**src/rtl/reg_file_mp.sv**
```systemverilog
// reg_file_mp: multi-port register file for the 16-bit pipelined processor.
// Two prioritised write ports (port 1 wins), NRD registered read ports with
// full write-through bypass, and a per-register busy scoreboard.
// Optional feature macro: REG_FILE_MP_ZERO_REG_EN (register 0 hardwired to 0,
// never busy, writes to it discarded and not bypassed).
module reg_file_mp #(
  parameter int DEPTH = 8,
  parameter int ADDR  = 3,
  parameter int WIDTH = 16,
  parameter int NRD   = 2
) (
  input  logic                   clk,
  input  logic                   rst,
  input  logic [1:0]             w_en,
  input  logic [2*ADDR-1:0]      w_addr,
  input  logic [2*WIDTH-1:0]     w_data,
  input  logic [NRD-1:0]         r_en,
  input  logic [NRD*ADDR-1:0]    r_addr,
  output logic [NRD*WIDTH-1:0]   r_data,
  output logic [NRD-1:0]         r_busy,
  input  logic                   sb_set,
  input  logic [ADDR-1:0]        sb_addr,
  output logic [DEPTH-1:0]       busy_vec
);

  logic [WIDTH-1:0] rf     [DEPTH];
  logic [WIDTH-1:0] wr_val [DEPTH];
  logic [DEPTH-1:0] wr_hit;
  logic [DEPTH-1:0] busy;
  logic [DEPTH-1:0] busy_nxt;
  logic [NRD*WIDTH-1:0] rd_val;
  logic [NRD-1:0]       rd_busy;

  // Per-register write decode and next busy state. Out-of-range addresses
  // never match any register, so they are ignored naturally. A clear comes
  // from either enabled port, even when its data loses on priority.
  always_comb begin
    wr_hit   = '0;
    busy_nxt = '0;
    for (int unsigned a = 0; a < DEPTH; a++) begin
      logic hit1;
      logic hit0;
      logic set;
      hit1 = w_en[1] && (w_addr[ADDR +: ADDR] == ADDR'(a));
      hit0 = w_en[0] && (w_addr[0 +: ADDR] == ADDR'(a));
      set  = sb_set && (sb_addr == ADDR'(a));
      wr_hit[a]   = hit1 | hit0;
      wr_val[a]   = hit1 ? w_data[WIDTH +: WIDTH] : w_data[0 +: WIDTH];
      busy_nxt[a] = set | (busy[a] & ~(hit1 | hit0));
    end
`ifdef REG_FILE_MP_ZERO_REG_EN
    wr_hit[0]   = 1'b0;
    busy_nxt[0] = 1'b0;
`endif
  end

  // Read mux: the bypass uses the priority-resolved write of the addressed
  // register, so bypass, zero-register and range handling all follow from
  // the same decode as the array update.
  always_comb begin
    rd_val  = '0;
    rd_busy = '0;
    for (int unsigned i = 0; i < NRD; i++) begin
      if (r_en[i]) begin
        for (int unsigned a = 0; a < DEPTH; a++) begin
          if (r_addr[i*ADDR +: ADDR] == ADDR'(a)) begin
            rd_val[i*WIDTH +: WIDTH] = wr_hit[a] ? wr_val[a] : rf[a];
            rd_busy[i]               = busy_nxt[a];
          end
        end
      end
    end
  end

  // State update: register array, busy scoreboard and registered read outputs.
  always_ff @(posedge clk or posedge rst) begin
    if (rst) begin
      for (int unsigned a = 0; a < DEPTH; a++) begin
        rf[a] <= '0;
      end
      busy   <= '0;
      r_data <= '0;
      r_busy <= '0;
    end else begin
      for (int unsigned a = 0; a < DEPTH; a++) begin
        if (wr_hit[a]) begin
          rf[a] <= wr_val[a];
        end
      end
      busy   <= busy_nxt;
      r_data <= rd_val;
      r_busy <= rd_busy;
    end
  end

  assign busy_vec = busy;

endmodule

```
**config.mk**
```make
export PLATFORM = sky130hd
export DESIGN_NAME = reg_file_mp
export DESIGN_NICKNAME = d
export VERILOG_FILES = /design/src/rtl/reg_file_mp.sv
export SDC_FILE = /design/constraint.sdc
export NUM_CORES = 1
export LEC_CHECK = 0
export BUFFER_PORTS_ARGS = -buffer_cell sky130_fd_sc_hd__buf_4
export CAP_MARGIN = 20
export CORE_MARGIN = 3
export CORE_UTILIZATION = 35
export CTS_CLUSTER_DIAMETER = 100
export DETAILED_ROUTE_END_ITERATION = 10
export SLEW_MARGIN = 20
export SYNTH_ARGS = -nofsm -noshare
export SYNTH_HDL_FRONTEND = slang
export SYNTH_SLANG_ARGS = --single-unit
```
**constraint.sdc**
```tcl
create_clock -name clk -period 5.7 [get_ports clk]
set_clock_uncertainty 0.2 [all_clocks]
set_input_delay 0.285 -clock clk [delete_from_list [all_inputs] [get_ports clk]]
set_output_delay 0.285 -clock clk [all_outputs]
set_load 0.005 [all_outputs]
```
==> flow_metrics.tcl, run 1 <==
set metrics [dict create \
    crit_path_cell_trace "buf_4 > or4b_1 > buf_4 > nand4bb_1 > a21boi_0 > o311ai_0 > a21oi_1 > dlygate4sd3_1" \
    setup.worst_path.end_class "register" \
    crit_path_max_fanout 28 \
    grt_pass1_vias 9522 \
    yosysWarnings 0 \
    outcome "finished clean" \
    worstReg2RegStart "busy_vec[1]$_DFF_PP0_" \
    cellLeakagePower_uw 0.00526 \
    setup_tns_ns 0 \
    critPathMaxStageDelay_ns 0.88 \
    clock_latency_ns 0.44 \
    cts_tree "yes" \
    min_period_ns 2.91 \
    cts_inserted_buffers 17 \
    postSynthAreaPerCell_um2 9.05 \
    cts_sinks 170 \
    antenna_found_initial 0 \
    grt_max_degree 76 \
    cap_viol_max_count 0 \
    rr_worst_depth 5 \
    vias 9810 \
    p_per_area_nw_per_um2 310 \
    crit_end "r_busy[1]$_DFF_PP0_" \
    rrSetupSlack_ns 3.63 \
    critPathKind "in -> reg" \
    hold_path_depth 3 \
    firstDrtPassIters 8 \
    fin_crit_sh 0.510 \
    startpoint "w_addr[5]" \
    synth.distinct_cells 60 \
    vias_per_cell 6.31 \
    netlist_area_um2 10300 \
    fillers 2843 \
    holdBufCountCts 18 \
    antenna_left 0 \
    synthFlopType "dfrtp_1" \
    synth-seq-cells 170 \
    gp_congestion 0.868 \
    crit_slowest_cell "or4b_1" \
    die-width_um 178 \
    crit_required_ns 5.82 \
    ctsRootBufferMaster "clkbuf_16" \
    drv_slew 0 \
    diodes 0 \
    port_buffers 95 \
    fp-row-count 62 \
    cp.arrival_ns 3.03 \
    drive_gt1_frac 0.139 \
    htreeDepth 4 \
    final-setup-viol-count 0 \
    track_usage 0.243 \
    worstHoldPathType "in -> reg" \
    r2r-end "r_busy[1]$_DFF_PP0_" \
    die_y_um 178 \
    clock_path_buffers 2 \
    wl_um 38400 \
    max_slew_margin 0.242 \
    grt_pass1_wl_um 57600 \
    async_reset_ff_frac 1.00 \
    start_util 0.357 \
    layout_commonest_cell "dfrtp_1" \
    syn_nets 1193 \
    cts-resized-gates 0 \
    worstMarginPinSlew_ns 1.14 \
    overflow 0 \
    peakVddDrop_v 0.000221 \
    crit_top_cell "buf_4" \
    wl_per_cell_um 24.7 \
    synth-seq-area-share 0.412 \
    placeableCoreArea_um2 28900 \
    max_clock_freq_ghz 0.344 \
    finalNetCount 1212 \
    crit_path_start_kind "primary input" \
    post-cts-setup-buffers 0 \
    mostFrequentLayoutCells "dfrtp_1, nor2_1, a21oi_1, mux2i_1, buf_4" \
    rsz0062_at_grt "false" \
    io_pins 96 \
    initialDrtViolationCount 1247 \
    hold_viol_final 0 \
    clk_pin_slew_ns 0.07 \
    netlist_instances 1139 \
    dieArea_um2 31600 \
    fin_util 0.416 \
    dp_hpwl_um 23600 \
    synth_edf_count 0 \
    area_growth_pct 16.5 \
    drc_errors 0 \
]
## power breakdown
group	internal, uW	leakage (uW)	switching [uW]
registers	1450	0.00200	76.2
clock network	773	0.000308	511
logic	365	0.00296	546
total	2590	0.00526	1130
## state kept, by name, indices dropped and copies added (netlist names)
register and flops:
busy_vec 8, r_busy 2, r_data 32, rf 128
## layout make-up
type	count	area (um^2)	share of cell area
Clock buffer	23	478	0.0398
Clock inverter	9	163	0.0135
Inverter	18	72.6	0.00604
Multi-Input combinational cell	814	5480	0.456
Sequential cell	170	4250	0.354
Tap cell	384	480	0.0400
Timing Repair Buffer	137	1080	0.0903
## through the flow
stage               instance area (um^2)  instances  total power, uW  worst slack (ns)  hold slack [ns]
detailed placement                 11200       1504             2430              2.61            0.141
global placement                   11200       1503             2410              2.57            0.138
global route                       12000       1555             3900              2.76           0.0131
CTS                                12000       1554             3720              2.91          0.00840
floorplan                          10300       1139             2130             0.612            0.218
finish                             12000       1555             3720              2.79           0.0246
## Yosys cell counts, drive strengths merged, types with 11 or more instances
cell type,instances,area share
a221oi,13,0.011
mux2i,123,0.12
o31ai,40,0.029
a41oi,11,0.0093
o21ai,35,0.017
clkbuf,92,0.033
a31oi,25,0.015
a21oi,135,0.066
nor2,140,0.051
a22oi,13,0.0095
a211oi,97,0.071
inv,17,0.0062
buf,45,0.022
nand2,47,0.017
dfrtp,170,0.41
a2111oi,34,0.029
## how the worst min path moves through the flow
stage	from	to	slack (ns)
after floorplan	r_en[1]	r_busy[1]$_DFF_PP0_	0.22
after global placement	rst	rf[3]$_DFF_PP0_	0.14
after detailed placement	rst	rf[3]$_DFF_PP0_	0.14
after CTS	r_en[0]	r_data[0]$_DFF_PP0_	0.008
after global routing	r_en[0]	r_data[0]$_DFF_PP0_	0.01
final	r_en[0]	r_data[0]$_DFF_PP0_	0.02
## per-layer routing
layer / routed length (um) / part of all wire / track usage
met4: 1480 / 0.038 / 0.103
met5: 0 / 0 / 0
met2: 16700 / 0.44 / 0.365
met3: 3570 / 0.093 / 0.0563
met1: 16600 / 0.43 / 0.334
## logic make-up (layout without fill, tap and decap cells)
logic type      after synthesis  after routing  share of synthesized area
compound gates              448            448                      0.294
simple gates                238            238                      0.106
flops                       170            170                      0.412
buf+inv                     155            187                     0.0617
mux                         125            125                      0.124
xor+xnor                      3              3                    0.00255
## worst max-delay path, delay by kind of cell
family,cells,cell delay (ns)
buf+inv,3,1.13
simple gates,2,1.02
compound gates,3,0.58
Power figures use the tool's default switching activity.
==> run 2: changes to the inputs <==
- clock period: 5.7 -> 2.4 ns (I/O delays scaled with it)
==> flow_metrics.tcl, run 2 (synthesis results as in run 1) <==
set metrics [dict create \
    cts_inserted_buffers 17 \
    fillers 2816 \
    drc_errors 0 \
    rrSetupSlack_ns 0.47 \
    fp-row-count 62 \
    cts-resized-gates 0 \
    initialDrtViolationCount 1100 \
    wl_um 38600 \
    ctsRootBufferMaster "clkbuf_16" \
    max_clock_freq_ghz 0.430 \
    track_usage 0.246 \
    combPwrFrac 0.266 \
    cellLeakagePower_uw 0.00572 \
    antenna_found_initial 0 \
    p_per_area_nw_per_um2 685 \
    grt_pass1_vias 10100 \
    wl_per_cell_um 23.5 \
    peakVddDrop_v 0.000506 \
    gp_congestion 0.883 \
    cts_sinks 170 \
    p_clk_frac 0.323 \
    clk_pin_slew_ns 0.06 \
    worstReg2RegStart "rf[48]$_DFF_PP0_" \
    layout_commonest_cell "dfrtp_1" \
    clock_path_buffers 2 \
    htreeDepth 4 \
    vias 10200 \
    mostFrequentLayoutCells "dfrtp_1, buf_4, nor2_1, a21oi_1, mux2i_1" \
    rr_worst_depth 5 \
    finalNetCount 1305 \
    cp.arrival_ns 2.44 \
    hold_viol_final 0 \
    power.total_uw 8850 \
    drive_gt1_frac 0.165 \
    grt_max_degree 53 \
    crit_slowest_cell "dlygate4sd3_1" \
    largest_register_ff_count 128 \
    startpoint "sb_set" \
    holdCritStartpoint "r_addr[4]" \
    critPathKind "in -> reg" \
    min_period_ns 2.32 \
    setup.worst_path.end_class "register" \
    p_sw_uw 2690 \
    crit_path_start_kind "primary input" \
    worstHoldPathType "in -> reg" \
    outcome "finished clean" \
    drv_slew 0 \
    die_y_um 178 \
    critPathMaxStageDelay_ns 0.57 \
    rsz0062_at_grt "false" \
    io_pins 96 \
    max_slew_margin 0.552 \
    clock_latency_ns 0.43 \
    p_sw_frac 0.304 \
    crit_path_cell_trace "dlygate4sd3_1 > buf_4 > nor3b_1 > dlygate4sd3_1 > a22o_1 > mux4_2 > a22o_1" \
    firstDrtPassIters 6 \
    grt_pass1_wl_um 59500 \
    final-setup-viol-count 0 \
    die-width_um 178 \
    internal_power_uw 6160 \
    pwr-share-seq 0.411 \
    area_growth_pct 25.2 \
    vias_per_cell 6.19 \
    cap_viol_max_count 0 \
    fin_crit_sh 0.969 \
    start_util 0.357 \
    port_buffers 95 \
    crit_required_ns 2.51 \
    worstMarginPinSlew_ns 0.672 \
    antenna_left 0 \
    placeableCoreArea_um2 28900 \
    dieArea_um2 31600 \
    dp_hpwl_um 25800 \
    cts_tree "yes" \
    diodes 0 \
    hold_path_depth 3 \
    crit_path_max_fanout 5 \
    regMostFlops "rf" \
    setup_tns_ns 0 \
    overflow 0 \
]
==> run 2: metrics by stage <==
stage / cells / hold WS, ns / setup WS [ns] / util / area (um^2)
after detailed placement: 1555 / -0.00973 / 0.0208 / 0.406 / 11700
after floorplan: 1139 / 0.0526 / -0.0887 / - / 10300
final: 1645 / 0.0228 / 0.0751 / 0.447 / 12900
after global routing: 1645 / 0.0309 / 0.0374 / 0.447 / 12900
after global placement: 1555 / -0.000863 / 0.0613 / 0.406 / 11700
after CTS: 1645 / 0.00221 / 0.0463 / 0.448 / 12900
==> run 2: path summary, 6_finish.rpt <==
| path | to |
|---|---|
| worst max-delay path | r_busy[0]$_DFF_PP0_ |
| max in group asynchronous | rf[120]$_DFF_PP0_ |
| worst min-delay path | r_data[16]$_DFF_PP0_ |
| worst max register to register | r_data[0]$_DFF_PP0_ |
| worst min register to register | busy_vec[1]$_DFF_PP0_ |
| min in group asynchronous | rf[101]$_DFF_PP0_ |
==> run 2: worst max-delay path: cells and delay by family <==
kind                   cells  cell delay (ns)
buffers and inverters      3             1.26
AO/OA/AOI/OAI              2             0.44
multiplexers               1             0.45
AND/OR/NAND/NOR            1             0.17
==> run 2: power groups by stage <==
| stage | registers, uW | logic [uW] | clock network [uW] |
|---|---|---|---|
| 2_1_floorplan | 3630 | 1420 | 0 |
| 3_5_place_dp | 3690 | 2170 | 0 |
| 5_1_grt | 3680 | 2590 | 2980 |
| 6_report | 3640 | 2350 | 2860 |
| 3_3_place_gp | 3670 | 2140 | 0 |
| 4_1_cts | 3640 | 2330 | 2870 |
==> run 2: area by class of cell <==
type	instances	area, um^2	share of cell area
Inverter	18	71.3	0.00552
Tap cell	384	480	0.0372
Timing Repair Buffer	230	2060	0.160
Sequential cell	170	4250	0.329
Multi-Input combinational cell	814	5460	0.423
Clock inverter	8	121	0.00940
Clock buffer	21	460	0.0357
==> run 2: what timing repair did <==
action | in CTS | in global routing
endpoints found under the hold margin | 320 | 0
buffers inserted | 0 | 1
setup endpoints to repair | 0 | 1
hold buffers | 61 | 0
==> run 2: metal layers <==
layer  global-route usage  wire (um)  part of all wire
met5                    0          0                 0
met4               0.0923       1070             0.028
met3               0.0402       2800             0.072
met2                0.396      18200              0.47
met1                0.333      16500              0.43
